--- config.mk ---
export PLATFORM = sky130hd
export DESIGN_NAME = fht_ibfly
export DESIGN_NICKNAME = d
export VERILOG_FILES = /design/src/rtl/fht_pkg.sv /design/src/rtl/fht_ibfly_stage.sv /design/src/rtl/fht_ibfly.sv
export SDC_FILE = /design/constraint.sdc
export NUM_CORES = 1
export LEC_CHECK = 0
export ABC_AREA = 0
export ABC_CLOCK_PERIOD_IN_PS = 2300
export CAP_MARGIN = 40
export CELL_PAD_IN_SITES_DETAIL_PLACEMENT = 1
export CELL_PAD_IN_SITES_GLOBAL_PLACEMENT = 2
export CORE_ASPECT_RATIO = 1.5
export CORE_UTILIZATION = 28
export CTS_CLUSTER_SIZE = 16
export DETAILED_ROUTE_END_ITERATION = 8
export PLACE_DENSITY = 0.9
export SLEW_MARGIN = 20
export SYNTH_ARGS = -nofsm -noshare
export SYNTH_HDL_FRONTEND = slang
export SYNTH_SLANG_ARGS = --single-unit
--- constraint.sdc ---
create_clock -name clk -period 2.3 [get_ports clk]
set_input_delay 0.46 -clock clk [delete_from_list [all_inputs] [get_ports clk]]
set_output_delay 0.46 -clock clk [all_outputs]
set_load 0.02 [all_outputs]
--- src/rtl/fht_pkg.sv ---
// Shared FHT butterfly definitions: default widths and error-code bit positions,
// used by both the forward and inverse butterflies.
package fht_pkg;

    localparam int N_DEF   = 8;
    localparam int ECW_DEF = 8;

    localparam int ERR_PARITY_BIT = 0;
    localparam int ERR_RANGE_BIT  = 1;
    localparam int ERR_W          = 2;

    typedef logic [ERR_W-1:0] err_vec_t;

endpackage

--- src/rtl/fht_ibfly_stage.sv ---
// Single valid/ready register slice: on i_adv it takes i_valid and, when that is
// set, captures i_data; otherwise valid and data hold.
module fht_ibfly_stage #(
    parameter int W = 8
) (
    input  logic         clk,
    input  logic         rst,
    input  logic         i_adv,
    input  logic         i_valid,
    input  logic [W-1:0] i_data,
    output logic         o_valid,
    output logic [W-1:0] o_data
);

    logic         r_valid;
    logic [W-1:0] r_data;

    // NOTE: non-blocking assignments so chained slices all sample pre-edge values.
    always_ff @(posedge clk) begin
        if (rst) begin
            r_valid <= 1'b0;
            r_data  <= '0;
        end else if (i_adv) begin
            r_valid <= i_valid;
            if (i_valid) begin
                r_data <= i_data;
            end
        end
    end

    assign o_valid = r_valid;
    assign o_data  = r_data;

endmodule

--- src/rtl/fht_ibfly.sv ---
// Inverse FHT butterfly: recovers a=(c+d)/2, b=(c-d)/2 through two register slices.
// Define FHT_IBFLY_CHK_EN to build the parity/range checks, sticky flags and err_cnt.
module fht_ibfly
    import fht_pkg::*;
#(
    parameter int N   = N_DEF,
    parameter int ECW = ECW_DEF
) (
    input  logic           clk,
    input  logic           rst,
    input  logic           in_valid,
    output logic           in_ready,
    input  logic [N:0]     c,
    input  logic [N:0]     d,
    output logic           out_valid,
    input  logic           out_ready,
    output logic [N-1:0]   a,
    output logic [N-1:0]   b,
    input  logic           clr_err,
    output logic           err_parity,
    output logic           err_range,
    output logic [ECW-1:0] err_cnt
);

    logic           w_v1;
    logic [2*N+1:0] w_s1_data;
    logic [N:0]     w_c1;
    logic [N:0]     w_d1;
    logic [N+1:0]   w_sum;
    logic [N+1:0]   w_dif;
    logic [2*N-1:0] w_s2_data;
    logic           w_adv2;
    logic           w_move;

    assign w_adv2   = !out_valid || out_ready;
    assign in_ready = !w_v1 || w_adv2;
    assign w_move   = w_v1 && w_adv2;

    fht_ibfly_stage #(.W(2*N+2)) u_s1 (
        .clk     (clk),
        .rst     (rst),
        .i_adv   (in_ready),
        .i_valid (in_valid),
        .i_data  ({c, d}),
        .o_valid (w_v1),
        .o_data  (w_s1_data)
    );

    assign w_c1 = w_s1_data[2*N+1:N+1];
    assign w_d1 = w_s1_data[N:0];

    // One guard bit makes sum/difference exact even for two minimum-negative inputs.
    assign w_sum = {w_c1[N], w_c1} + {w_d1[N], w_d1};
    assign w_dif = {w_c1[N], w_c1} - {w_d1[N], w_d1};

    fht_ibfly_stage #(.W(2*N)) u_s2 (
        .clk     (clk),
        .rst     (rst),
        .i_adv   (w_adv2),
        .i_valid (w_v1),
        .i_data  ({w_sum[N:1], w_dif[N:1]}),
        .o_valid (out_valid),
        .o_data  (w_s2_data)
    );

    assign a = w_s2_data[2*N-1:N];
    assign b = w_s2_data[N-1:0];

`ifdef FHT_IBFLY_CHK_EN
    localparam logic [ECW-1:0] CNT_ONE = ECW'(1);

    err_vec_t       w_fault;
    logic           r_err_parity;
    logic           r_err_range;
    logic [ECW-1:0] r_err_cnt;
    logic           w_unused;

    // Faults are only meaningful on the cycle the pair actually moves into S2.
    assign w_fault[ERR_PARITY_BIT] = w_move && (w_c1[0] != w_d1[0]);
    assign w_fault[ERR_RANGE_BIT]  = w_move && ((w_sum[N+1] != w_sum[N]) ||
                                                (w_dif[N+1] != w_dif[N]));

    always_ff @(posedge clk) begin
        if (rst) begin
            r_err_parity <= 1'b0;
            r_err_range  <= 1'b0;
            r_err_cnt    <= '0;
        end else if (clr_err) begin
            r_err_parity <= w_fault[ERR_PARITY_BIT];
            r_err_range  <= w_fault[ERR_RANGE_BIT];
            r_err_cnt    <= (|w_fault) ? CNT_ONE : '0;
        end else begin
            r_err_parity <= r_err_parity | w_fault[ERR_PARITY_BIT];
            r_err_range  <= r_err_range  | w_fault[ERR_RANGE_BIT];
            if ((|w_fault) && (r_err_cnt != '1)) begin
                r_err_cnt <= r_err_cnt + CNT_ONE;
            end
        end
    end

    assign err_parity = r_err_parity;
    assign err_range  = r_err_range;
    assign err_cnt    = r_err_cnt;
    assign w_unused   = ^{w_sum[0], w_dif[0]};
`else
    logic w_unused;

    assign err_parity = 1'b0;
    assign err_range  = 1'b0;
    assign err_cnt    = '0;
    assign w_unused   = ^{w_sum[0], w_dif[0], w_sum[N+1], w_dif[N+1], clr_err, w_move};
`endif

endmodule

==> impl_metrics.yaml, run 1 <==
synthesis:
  yosysTopAreaCellShare: 0.355
  ys_seq_area_frac: 0.355
  yosysUniqueCellTypes: 46
  syn_area_sq_um: 2030
  synthTopCellsByArea: "dfxtp_1 35%, nand2_1 8.7%, ha_1 8.6%, a21oi_1 8.4%, buf_4 3.7%"
  synth_xor_area_frac: 0.0302
  synth_warnings: 0
  synth-compound-area-share: 0.189
  avgSynthCellArea_sq_um: 7.88
  synthMuxAreaShare: 0
  synth_top_area_cell: "dfxtp_1"
  synth_top_family_by_area: "simple AND/OR/NAND/NOR gates"
  async_flop_share: 0
  synth_fa_ha_area_frac: 0.106
  syn_inst: 258
  synth_simple_gate_area_frac: 0.227
  synth_edf_count: 0
  ys_seq_elements: 36
  ys.flop_type: "dfxtp_1"
min_path:
  holdCritStartpoint: "u_s2.o_data[2]"
  holdPathStages: 2
  holdPathEnd: "u_s2.o_data[2]"
  hold_path.class: "reg -> reg"
cts:
  clock_latency_ns: 0.30
  clkTransAtPathRegs_ns: 0.07
  tritoncts: "yes"
  cts_buffer_depth: 2
  cts_root_buf: "clkbuf_8"
  cts-htree-levels: 2
  clock-sinks: 36
  numCtsBuffers: 5
final_layout:
  antenna_cells: 0
  syn_to_final_growth_pct: 27.2
  nets: 338
  drive_gt1_frac: 0.0733
  final_cell_mix: "47 x nand2_1, 39 x clkdlybuf4s50_1, 36 x dfxtp_1, 34 x a21oi_1, 18 x nor2_1"
  final_common_cell: "nand2_1"
worst_setup_path:
  slowest_stage: "clkdlybuf4s50_1"
  worstPathCellList: "clkdlybuf4s50_1 -> nor2b_2 -> nand2_1 -> clkdlybuf4s50_1"
  path_buf_inv: 2
  cp-start-kind: "primary input"
  cp.required_ns: 1.84
  r2r-end: "u_s2.o_data[7]"
  ff2ff_path_depth: 7
  arrival_ns: 1.72
  path_class: "in -> out"
  crit_path_end_kind: "output port"
  worst-path-max-fanout: 5
  rrSetupSlack_ns: 0.17
  crit-reg2reg-launch: "u_s1.o_data[10]"
  critPathTopFamily: "buffers and inverters"
  critical_path.most_common_cell: "clkdlybuf4s50_1"
  critical-path-max-stage-delay_ns: 0.55
sta:
  post-route-period-util: 0.950
  report.final.hold_viol_count: 0
  setup-tns-final_ns: 0
  final-setup-viol-count: 0
  maxSlewViolCount: 0
  rsz0062_at_grt: "no"
  fmaxAchievable_mhz: 458
  period_minus_slack_ns: 2.18
  fin_skew_ns: 0.00486
power_and_ir_drop:
  switching_share: 0.306
  share_comb_of_total_power: 0.241
  p_int_w: 0.00107
  power-per-cell-area_nw_per_um2: 596
  seqPwrFrac: 0.449
  total_power_w: 0.00154
  p_sw_w: 0.000471
  power_leakage_nw: 1.06
  clockPowerShare: 0.310
  ir_worst_vdd_uv: 224
grt:
  grt_pass1_wl_microns: 8120
  track_usage: 0.136
  grt_overflow: 0
  grt_antenna_before_repair: 0
  grt_pass1_vias: 1813
  grt_max_degree: 21
floorplan:
  die_w_microns: 71.6
  row_count: 37
  dieArea_sq_um: 7610
  initial_core_util: 0.293
  dieHeight_microns: 106
  io_pins: 51
  core_sq_um: 6940
route:
  drt.antenna.violating_nets: 0
  drt_iter0_markers: 28
  drcViolationCount: 0
  wl_per_cell_microns: 12.6
  wl_microns: 4780
  via_per_inst: 4.79
  drtPass1Iterations: 4
  via_count: 1811
place:
  numPortBuffers: 39
  gp_congestion: 0.840
  dp_hpwl_microns: 3860
run_status:
  status: "finished clean"
flow_run:
  drv_cap: 0
## Yosys cell counts (2+ instances only)
library cell  number
nand2_1           47
dfxtp_1           36
a21oi_1           34
nor2_1            18
ha_1              14
inv_1             14
buf_4             10
o21ai_0           10
buf_2              7
nand3_1            5
nor2b_1            5
a211oi_1           4
nor3_1             4
xnor2_1            4
and2_1             3
buf_1              3
clkbuf_1           3
nand2b_1           3
or4_1              3
xor2_1             3
fa_1               2
nor4_1             2
## power groups by stage
stage,combinational [W],sequential (W),clock (W)
final,0.000371,0.000692,0.000477
after global routing,0.000410,0.000699,0.000523
after CTS,0.000375,0.000693,0.000489
after detailed placement,0.000373,0.000708,0
after global placement,0.000364,0.000705,0
after floorplan,0.000218,0.000730,0
## kinds of logic after synthesis
family,after synthesis
simple gates,99
compound gates,62
buf+inv,37
flops,36
fa+ha+maj,16
xor+xnor,7
other cells,1
## worst reg2reg max path, cell delays in order, from the launching register on
cell,delay [ns]
dfxtp_1,0.45
inv_1,0.09
fa_1,0.41
and2b_2,0.25
o31a_1,0.20
nor4b_1,0.09
or4_1,0.51
nand3_1,0.08
## cell type report
cell class	instances	area (sq um)
tap	78	97.6
timing repair buffer	48	458
clock buffer	6	82.6
clock inverter	2	10.0
inverter	14	52.6
fill	877	4360
sequential	36	721
multi-input combinational	194	1160
## metal layers
layer  global-route usage  up-vias  wire length (microns)  share of wire
met5                    0        -                      0              0
li1                     -      929                      -              -
met2                0.251       32                   2540           0.53
met4               0.0700        0                    107          0.022
met1                0.142      844                   1970           0.41
met3               0.0294        6                    161          0.034
## what timing repair did
item,4_1_cts,5_1_grt
hold buffers,0,0
endpoints found under the setup margin,0,1
setup buffers,0,0
resized for setup,0,1
## registers in the layout, summed over array words and instances (netlist names)
register / flops
u_s2.o_data: 16
u_s1.o_data: 18
u_s1.o_valid: 1
u_s2.o_valid: 1
## how the worst max path moves through the flow
stage                   startpoint              end  slack (ns)  depth (start not counted)
floorplan           u_s1.o_data[9]  u_s2.o_data[13]        0.35                          7
global placement         out_ready         in_ready        0.04                          4
detailed placement       out_ready         in_ready        0.03                          4
CTS                      out_ready         in_ready        0.03                          4
global route             out_ready         in_ready       0.008                          4
finish                   out_ready         in_ready        0.12                          4
## per-stage QoR
step	instance area [sq um]	cells	setup WS, ns	hold WS [ns]	utilization
finish	2580	378	0.115	0.454	0.372
global route	2580	378	0.00774	0.485	0.372
CTS	2580	378	0.0271	0.461	0.372
detailed placement	2490	370	0.0348	0.453	0.358
global placement	2490	370	0.0406	0.441	0.358
floorplan	2070	267	0.350	0.440	-
Power figures use the tool's default switching activity.
==> inputs of run 2 (changes only) <==
--- a/config.mk
+++ b/config.mk
@@ -12,7 +12,6 @@
 export CELL_PAD_IN_SITES_GLOBAL_PLACEMENT = 2
 export CORE_ASPECT_RATIO = 1.5
 export CORE_UTILIZATION = 28
-export CTS_CLUSTER_SIZE = 16
 export DETAILED_ROUTE_END_ITERATION = 8
 export PLACE_DENSITY = 0.9
 export SLEW_MARGIN = 20
==> results of run 2 <==
No change in the layout: final DEF, timing and power equal those of run 1.
